### src/rtl/uart_rx16.sv
`default_nettype none
// ============================================================================
// uart_rx16 : 9-bit UART receiver with even parity, OVERSAMPLE ticks per bit
// Revision  : 1.0
// ============================================================================
module uart_rx16 #(
  parameter int OVERSAMPLE  = 16,
  parameter int SYNC_STAGES = 2
) (
  input  logic       rxclk,
  input  logic       reset_n,
  input  logic       rx_in,
  input  logic       rx_ack,
  output logic [8:0] rx_data,
  output logic       rx_valid,
  output logic       rx_parity_err,
  output logic       rx_frame_err,
  output logic       rx_overrun,
  output logic       rx_busy
);

  localparam int            c_CW      = $clog2(OVERSAMPLE);
  localparam logic [c_CW-1:0] c_HALF_M1 = c_CW'(OVERSAMPLE/2 - 1);
  localparam logic [c_CW-1:0] c_FULL_M1 = c_CW'(OVERSAMPLE - 1);

  typedef enum logic [2:0] {
    S_IDLE   = 3'd0,
    S_START  = 3'd1,
    S_DATA   = 3'd2,
    S_PARITY = 3'd3,
    S_STOP   = 3'd4
  } state_t;

  state_t                 r_state, w_next;
  logic [SYNC_STAGES-1:0] r_sync;
  logic                   r_rxs_d;
  logic [c_CW-1:0]        r_tick;
  logic [3:0]             r_bitcnt;
  logic [8:0]             r_shift;
  logic                   r_par;
  logic [8:0]             r_data;
  logic                   r_valid, r_perr, r_ferr, r_ovr;
  logic                   w_rxs, w_bit_tick, w_load;

  assign w_rxs      = r_sync[SYNC_STAGES-1];
  assign w_bit_tick = (r_tick == c_FULL_M1);

  // Synchronizer and edge history reset to the idle (high) line level
  always_ff @(posedge rxclk or negedge reset_n) begin
    if (!reset_n) begin
      r_sync  <= '1;
      r_rxs_d <= 1'b1;
    end else begin
      r_sync  <= {r_sync[SYNC_STAGES-2:0], rx_in};
      r_rxs_d <= w_rxs;
    end
  end

  always_ff @(posedge rxclk or negedge reset_n) begin
    if (!reset_n) r_state <= S_IDLE;
    else          r_state <= w_next;
  end

  always_comb begin
    w_next = r_state;
    w_load = 1'b0;
    case (r_state)
      S_IDLE:   if (r_rxs_d && !w_rxs) w_next = S_START;
      S_START:  if (r_tick == c_HALF_M1) w_next = w_rxs ? S_IDLE : S_DATA;
      S_DATA:   if (w_bit_tick && r_bitcnt == 4'd8) w_next = S_PARITY;
      S_PARITY: if (w_bit_tick) w_next = S_STOP;
      S_STOP: begin
        if (w_bit_tick) begin
          w_next = S_IDLE;
          w_load = 1'b1;
        end
      end
      default:  w_next = S_IDLE;
    endcase
  end

  // START counts to the half-bit point; later states count whole bits
  always_ff @(posedge rxclk or negedge reset_n) begin
    if (!reset_n) begin
      r_tick   <= '0;
      r_bitcnt <= '0;
      r_shift  <= '0;
      r_par    <= 1'b0;
    end else begin
      case (r_state)
        S_IDLE:  begin
          r_tick   <= '0;
          r_bitcnt <= '0;
        end
        S_START: r_tick <= (r_tick == c_HALF_M1) ? '0 : r_tick + 1'b1;
        default: r_tick <= w_bit_tick ? '0 : r_tick + 1'b1;
      endcase
      if (r_state == S_DATA && w_bit_tick) begin
        r_shift  <= {w_rxs, r_shift[8:1]};
        r_bitcnt <= (r_bitcnt == 4'd8) ? 4'd0 : r_bitcnt + 4'd1;
      end
      if (r_state == S_PARITY && w_bit_tick) r_par <= w_rxs;
    end
  end

  // A load always wins over an ack; overrun records an unacknowledged overwrite
  always_ff @(posedge rxclk or negedge reset_n) begin
    if (!reset_n) begin
      r_data  <= 9'h000;
      r_valid <= 1'b0;
      r_perr  <= 1'b0;
      r_ferr  <= 1'b0;
      r_ovr   <= 1'b0;
    end else if (w_load) begin
      r_data  <= r_shift;
      r_perr  <= (^r_shift) ^ r_par;
      r_ferr  <= ~w_rxs;
      r_valid <= 1'b1;
      r_ovr   <= r_valid & ~rx_ack;
    end else if (rx_ack && r_valid) begin
      r_valid <= 1'b0;
      r_ovr   <= 1'b0;
    end
  end

  assign rx_data       = r_data;
  assign rx_valid      = r_valid;
  assign rx_parity_err = r_perr;
  assign rx_frame_err  = r_ferr;
  assign rx_overrun    = r_ovr;
  assign rx_busy       = (r_state != S_IDLE);

endmodule
`default_nettype wire

### config.mk
export PLATFORM = sky130hd
export DESIGN_NAME = uart_rx16
export DESIGN_NICKNAME = d
export VERILOG_FILES = /design/src/rtl/uart_rx16.sv
export SDC_FILE = /design/constraint.sdc
export NUM_CORES = 1
export LEC_CHECK = 0
export ABC_AREA = 1
export CELL_PAD_IN_SITES_DETAIL_PLACEMENT = 2
export CELL_PAD_IN_SITES_GLOBAL_PLACEMENT = 2
export CORE_MARGIN = 5
export CORE_UTILIZATION = 35
export DETAILED_ROUTE_END_ITERATION = 10
export GPL_TIMING_DRIVEN = 0
export PLACE_DENSITY_LB_ADDON = 0.1
export SLEW_MARGIN = 20
export SYNTH_ARGS = -nofsm -noshare
export SYNTH_HDL_FRONTEND = slang
export SYNTH_SLANG_ARGS = --single-unit
### constraint.sdc
create_clock -name rxclk -period 1.6 [get_ports rxclk]
set_input_delay 0.4 -clock rxclk [delete_from_list [all_inputs] [get_ports rxclk]]
set_output_delay 0.4 -clock rxclk [all_outputs]
set_load 0.03 [all_outputs]
Word level (Yosys, flattened, before mapping)
Index checks and enable logic that the tools add are counted.

Latch bits: 0. Memories kept: 0. Bits in writable memories: 0. Bits in registers: 37. Logic and storage cells: 60. Bits of input ports: 4. Memory bits (read-only): 0.

Magnitude comparators: 0. Shift operators: 0. Multipliers: 0. $add $sub $neg: 2. Divide/modulo/power cells: 0. Eq/ne operators: 12. Reduce and logical (&&, ||, !) cells: 12. Multiplexer cells: 18. Bitwise operators: 4.

Operators with widths (number): $mux 4 (5); $mux 3 (5); $pmux 3 s5 (1); $ne 2x2->1 const B (5); $reduce_xor 9->1 (1); $add 4x1->4 const B (2); $eq 4x4->1 const B (2); $pmux 4 s2 (1); $eq 3x2->1 const B (2); $logic_and 1x1->1 (5); $mux 1 (5); $reduce_and 5->1 (1); $eq 4x3->1 const B (1); $reduce_bool 2->1 (2); $eq 3x1->1 const B (1); $eq 3x3->1 const B (1); $logic_not 3->1 (1); $reduce_bool 3->1 (1); $mux 2 (1); $not 1->1 (2); $and 1x1->1 (1); $logic_not 1->1 (1); $xor 1x1->1 (1).

Logic depth before layout (Yosys ltp)
Depth after elaboration: 4. Depth in mapped cells: 9.

Worst setup path before layout
Ideal clock, no wire load.

Path kind: flip-flop to flip-flop. Start point: register r_tick[0]. End point: register r_data[4] (netlist: rx_data[4]). Stages on the path, launching flop included: 8. Data arrival time: 1.126 ns. Setup time: 0.120 ns. Clock period less this slack: 1.246 ns. Slack: 0.354 ns. Path through: dfrtp_1 > ha_1 > nand3_2 > inv_2 > nand2_2 > buf_6 > nand2_2 > o21ai_2.

Longest elaborated chain between the ends: 3.

RTL lines: start, declared (line 37) `logic [c_CW-1:0] r_tick;`; start signal, assigned (line 95) `S_START: r_tick <= (r_tick == c_HALF_M1) ? '0 : r_tick + 1'b1;`; start signal, assigned (line 96) `default: r_tick <= w_bit_tick ? '0 : r_tick + 1'b1;`; $eq 4x4->1 (line 46) `assign w_bit_tick = (r_tick == c_FULL_M1);`; $mux 1 (line 73) `if (w_bit_tick) begin`; $mux 1 (line 67) `case (r_state)`; end signal, assigned (line 115) `r_data <= r_shift;`; end, declared (line 41) `logic [8:0] r_data;`.

Every way passes these cells. A chain may end at the register's enable or synchronous reset.

Worst setup path in the final report
Start point: register r_state[0]. End point: output rx_busy.

Longest elaborated chain between the ends: 1.

RTL lines: start, declared (line 34) `state_t r_state, w_next;`; start signal, assigned (line 61) `else r_state <= w_next;`; $reduce_bool 3->1 (line 131) `assign rx_busy = (r_state != S_IDLE);`; end, declared (line 19) `output logic rx_busy`.

Every way passes these cells.

==> impl_metrics.json <==
{
  "gp_congestion": 0.781,
  "swShare": 0.313,
  "start_kind": "register",
  "drt_first_pass_iters": 4,
  "numCtsBuffers": 5,
  "ir_drop_uv": 643,
  "leakage_nw": 1.10,
  "worstSkewPairLatency_ns": 0.28,
  "fin_skew_ns": 0.00529,
  "antenna-diode-count": 0,
  "rows": 26,
  "io_pins": 18,
  "syn_inst": 191,
  "share_comb_of_total_power": 0.241,
  "fmax_mhz": 670,
  "ys_seq_area_frac": 0.514,
  "drc": 0,
  "cts.sinks": 37,
  "globalRouteOverflowTotal": 0,
  "netlist_top_cells_area": "dfrtp_1 47%, nand2_1 10%, o21ai_2 7.7%",
  "syn_area_um2": 1810,
  "layout.nets": 227,
  "yosysUniqueCellTypes": 25,
  "path_clk_slew_ns": 0.08,
  "setup_viol": 0,
  "worstPathRequired_ns": 1.20,
  "root_buffer": "clkbuf_8",
  "vias_per_cell": 4.73,
  "grt_max_degree": 20,
  "io_buffers": 17,
  "hold_violations": 0,
  "ant_nets": 0,
  "coreArea_um2": 5070,
  "h-tree-depth": 2,
  "ys_ff_latch": 37,
  "yosysWarnings": 0,
  "p_per_area_nw_per_um2": 1070,
  "die_w_um": 81.9,
  "grt_usage": 0.148,
  "grt_pass1_wl_mm": 7.56,
  "die-area_um2": 6710,
  "tritoncts": "built",
  "power.internal_mw": 1.62,
  "post-place-ws_ns": -0.172,
  "hold_class": "in2async",
  "synth_top_area_share": 0.470,
  "tns_ns": 0,
  "path_max_fanout": 3,
  "wire_per_inst_um": 14.9,
  "fin_area_um2": 2210,
  "timing.slew.headroom": 0.682,
  "slew_violations": 0,
  "outcome": "complete, no violations",
  "clkPwrFrac": 0.305,
  "cts_buffer_depth": 2,
  "wirelength_mm": 4.34,
  "hpwl_mm": 3.30,
  "arrival_ns": 1.09,
  "seqPwrFrac": 0.454,
  "setup_ws_ns": 0.107,
  "endpoint_kind": "output pin",
  "worstSetupPathType": "reg2out",
  "initial_core_util": 0.357,
  "drt_first_iter_violations": 41,
  "period_share": 0.933,
  "worst_slew_pin_slew_ns": 0.477,
  "drive_gt1_frac": 0.294,
  "fillCellCount": 586,
  "placed_area_um2": 2090,
  "synth_nets": 198,
  "vias": 1377,
  "area_growth_pct": 22.1,
  "yosysTopAreaCell": "dfrtp_1",
  "hold-worst-slack_ns": 0.0606,
  "seq_area_um2": 932,
  "antenna_found_initial": 0,
  "grt_pass1_vias": 1609,
  "die-height_um": 81.9,
  "fin_crit_ns": 1.49,
  "switchingPower_uw": 739,
  "grt_setup_unrepaired": "false",
  "drv_cap": 0,
  "multi_input_area_um2": 772,
  "syn_avg_cell_area_um2": 9.47
}
## critical path: stages (launching register included)
cell and delay (ns):
dfrtp_2 0.43, nor2_4 0.15, nand2_4 0.06, buf_4 0.16
## placed cells by master, fill, tap and decap left out, types with 2 or more instances in the layout
master           count
nand3_2              2
dfrtp_1             32
xnor2_1              4
nand2_2              9
nand3_1             12
a21oi_1              2
o21ai_1              7
nor2_4               2
inv_2                4
nor2_1               8
inv_1               14
clkbuf_8             7
xor2_1               5
buf_6                4
a21oi_2              2
o21ai_2             16
dlygate4sd2_1       13
ha_1                 3
clkdlybuf4s50_1      2
dfrtp_2              2
dfstp_2              3
nand2_1             50
nor2_2               3
buf_4                5
nand2_4              2
## area by class of cell
cell class | instances | share of cell area
repair buffers | 22 | 0.0923
clock inverters | 1 | 0.00227
clock buffers | 7 | 0.0436
well taps | 70 | 0.0396
flip-flops and latches | 37 | 0.422
inverters | 18 | 0.0306
plain buffers | 4 | 0.0204
multi-input cells | 132 | 0.349
## path summary, 6_finish.rpt
| kind | slack, ns | depth (start not counted) | startpoint | to |
|---|---|---|---|---|
| max in group asynchronous | 0.99 | 2 | reset_n | r_rxs_d |
| worst max-delay path | 0.11 | 3 | r_state[0] | rx_busy |
| worst max register to register | 0.17 | 7 | r_tick[0] | rx_data[7] |
| min in group rxclk | 0.37 | 0 | r_sync[0] | r_sync[1] |
| worst min-delay path | 0.06 | 1 | reset_n | rx_data[5] |
| worst min register to register | 0.37 | 0 | r_sync[0] | r_sync[1] |
## state kept, by name, summed over array words and instances (netlist names)
name	cells
r_shift	9
r_bitcnt	4
rx_valid	1
rx_parity_err	1
r_tick	4
rx_data	9
r_rxs_d	1
r_sync	2
rx_overrun	1
r_par	1
r_state	3
rx_frame_err	1
## power by group through the flow
stage | clock network, mW | logic [mW] | registers [mW]
floorplan | 0 | 0.330 | 1.08
global placement | 0 | 0.449 | 1.09
detailed placement | 0 | 0.475 | 1.10
CTS | 0.750 | 0.475 | 1.08
global route | 0.805 | 0.644 | 1.08
finish | 0.719 | 0.570 | 1.07
## kinds of logic (layout without fill, tap and decap cells)
family | after synthesis | after routing | share of synthesized area
AO/OA/AOI/OAI | 31 | 31 | 0.126
XOR/XNOR | 9 | 9 | 0.0436
adder cells (fa/ha/maj) | 3 | 3 | 0.0207
buffers and inverters | 22 | 52 | 0.0622
flip-flops | 37 | 37 | 0.514
AND/OR/NAND/NOR | 89 | 89 | 0.234
## Yosys cell counts, drive strengths merged
master / n
a21boi: 1
a21oi: 4
a31oi: 1
buf: 4
dfrtp: 34
dfstp: 3
ha: 3
inv: 18
nand2: 61
nand3: 14
nor2: 13
nor3: 1
o21ai: 24
o22ai: 1
xnor2: 4
xor2: 5
## metrics by stage
step,cells,power (mW),utilization
after floorplan,191,1.41,-
after global placement,278,1.54,0.407
after detailed placement,279,1.57,0.412
after CTS,287,2.30,0.429
after global routing,291,2.53,0.435
final,291,2.36,0.435
## per-layer routing
metal  track usage  routed length, µm  vias up
li1              -                  -      665
met1         0.161               1750      691
met2         0.282               2470       17
met3        0.0428                 94        4
met4        0.0299                 29        0
met5             0                  0        -
## timing repair
action	CTS	global route
buffers inserted	0	4
pin swaps	0	2
endpoints found under the setup margin	14	1
hold buffers	0	0
resized for setup	16	7
Note: power is estimated with default switching activity, not from simulation.
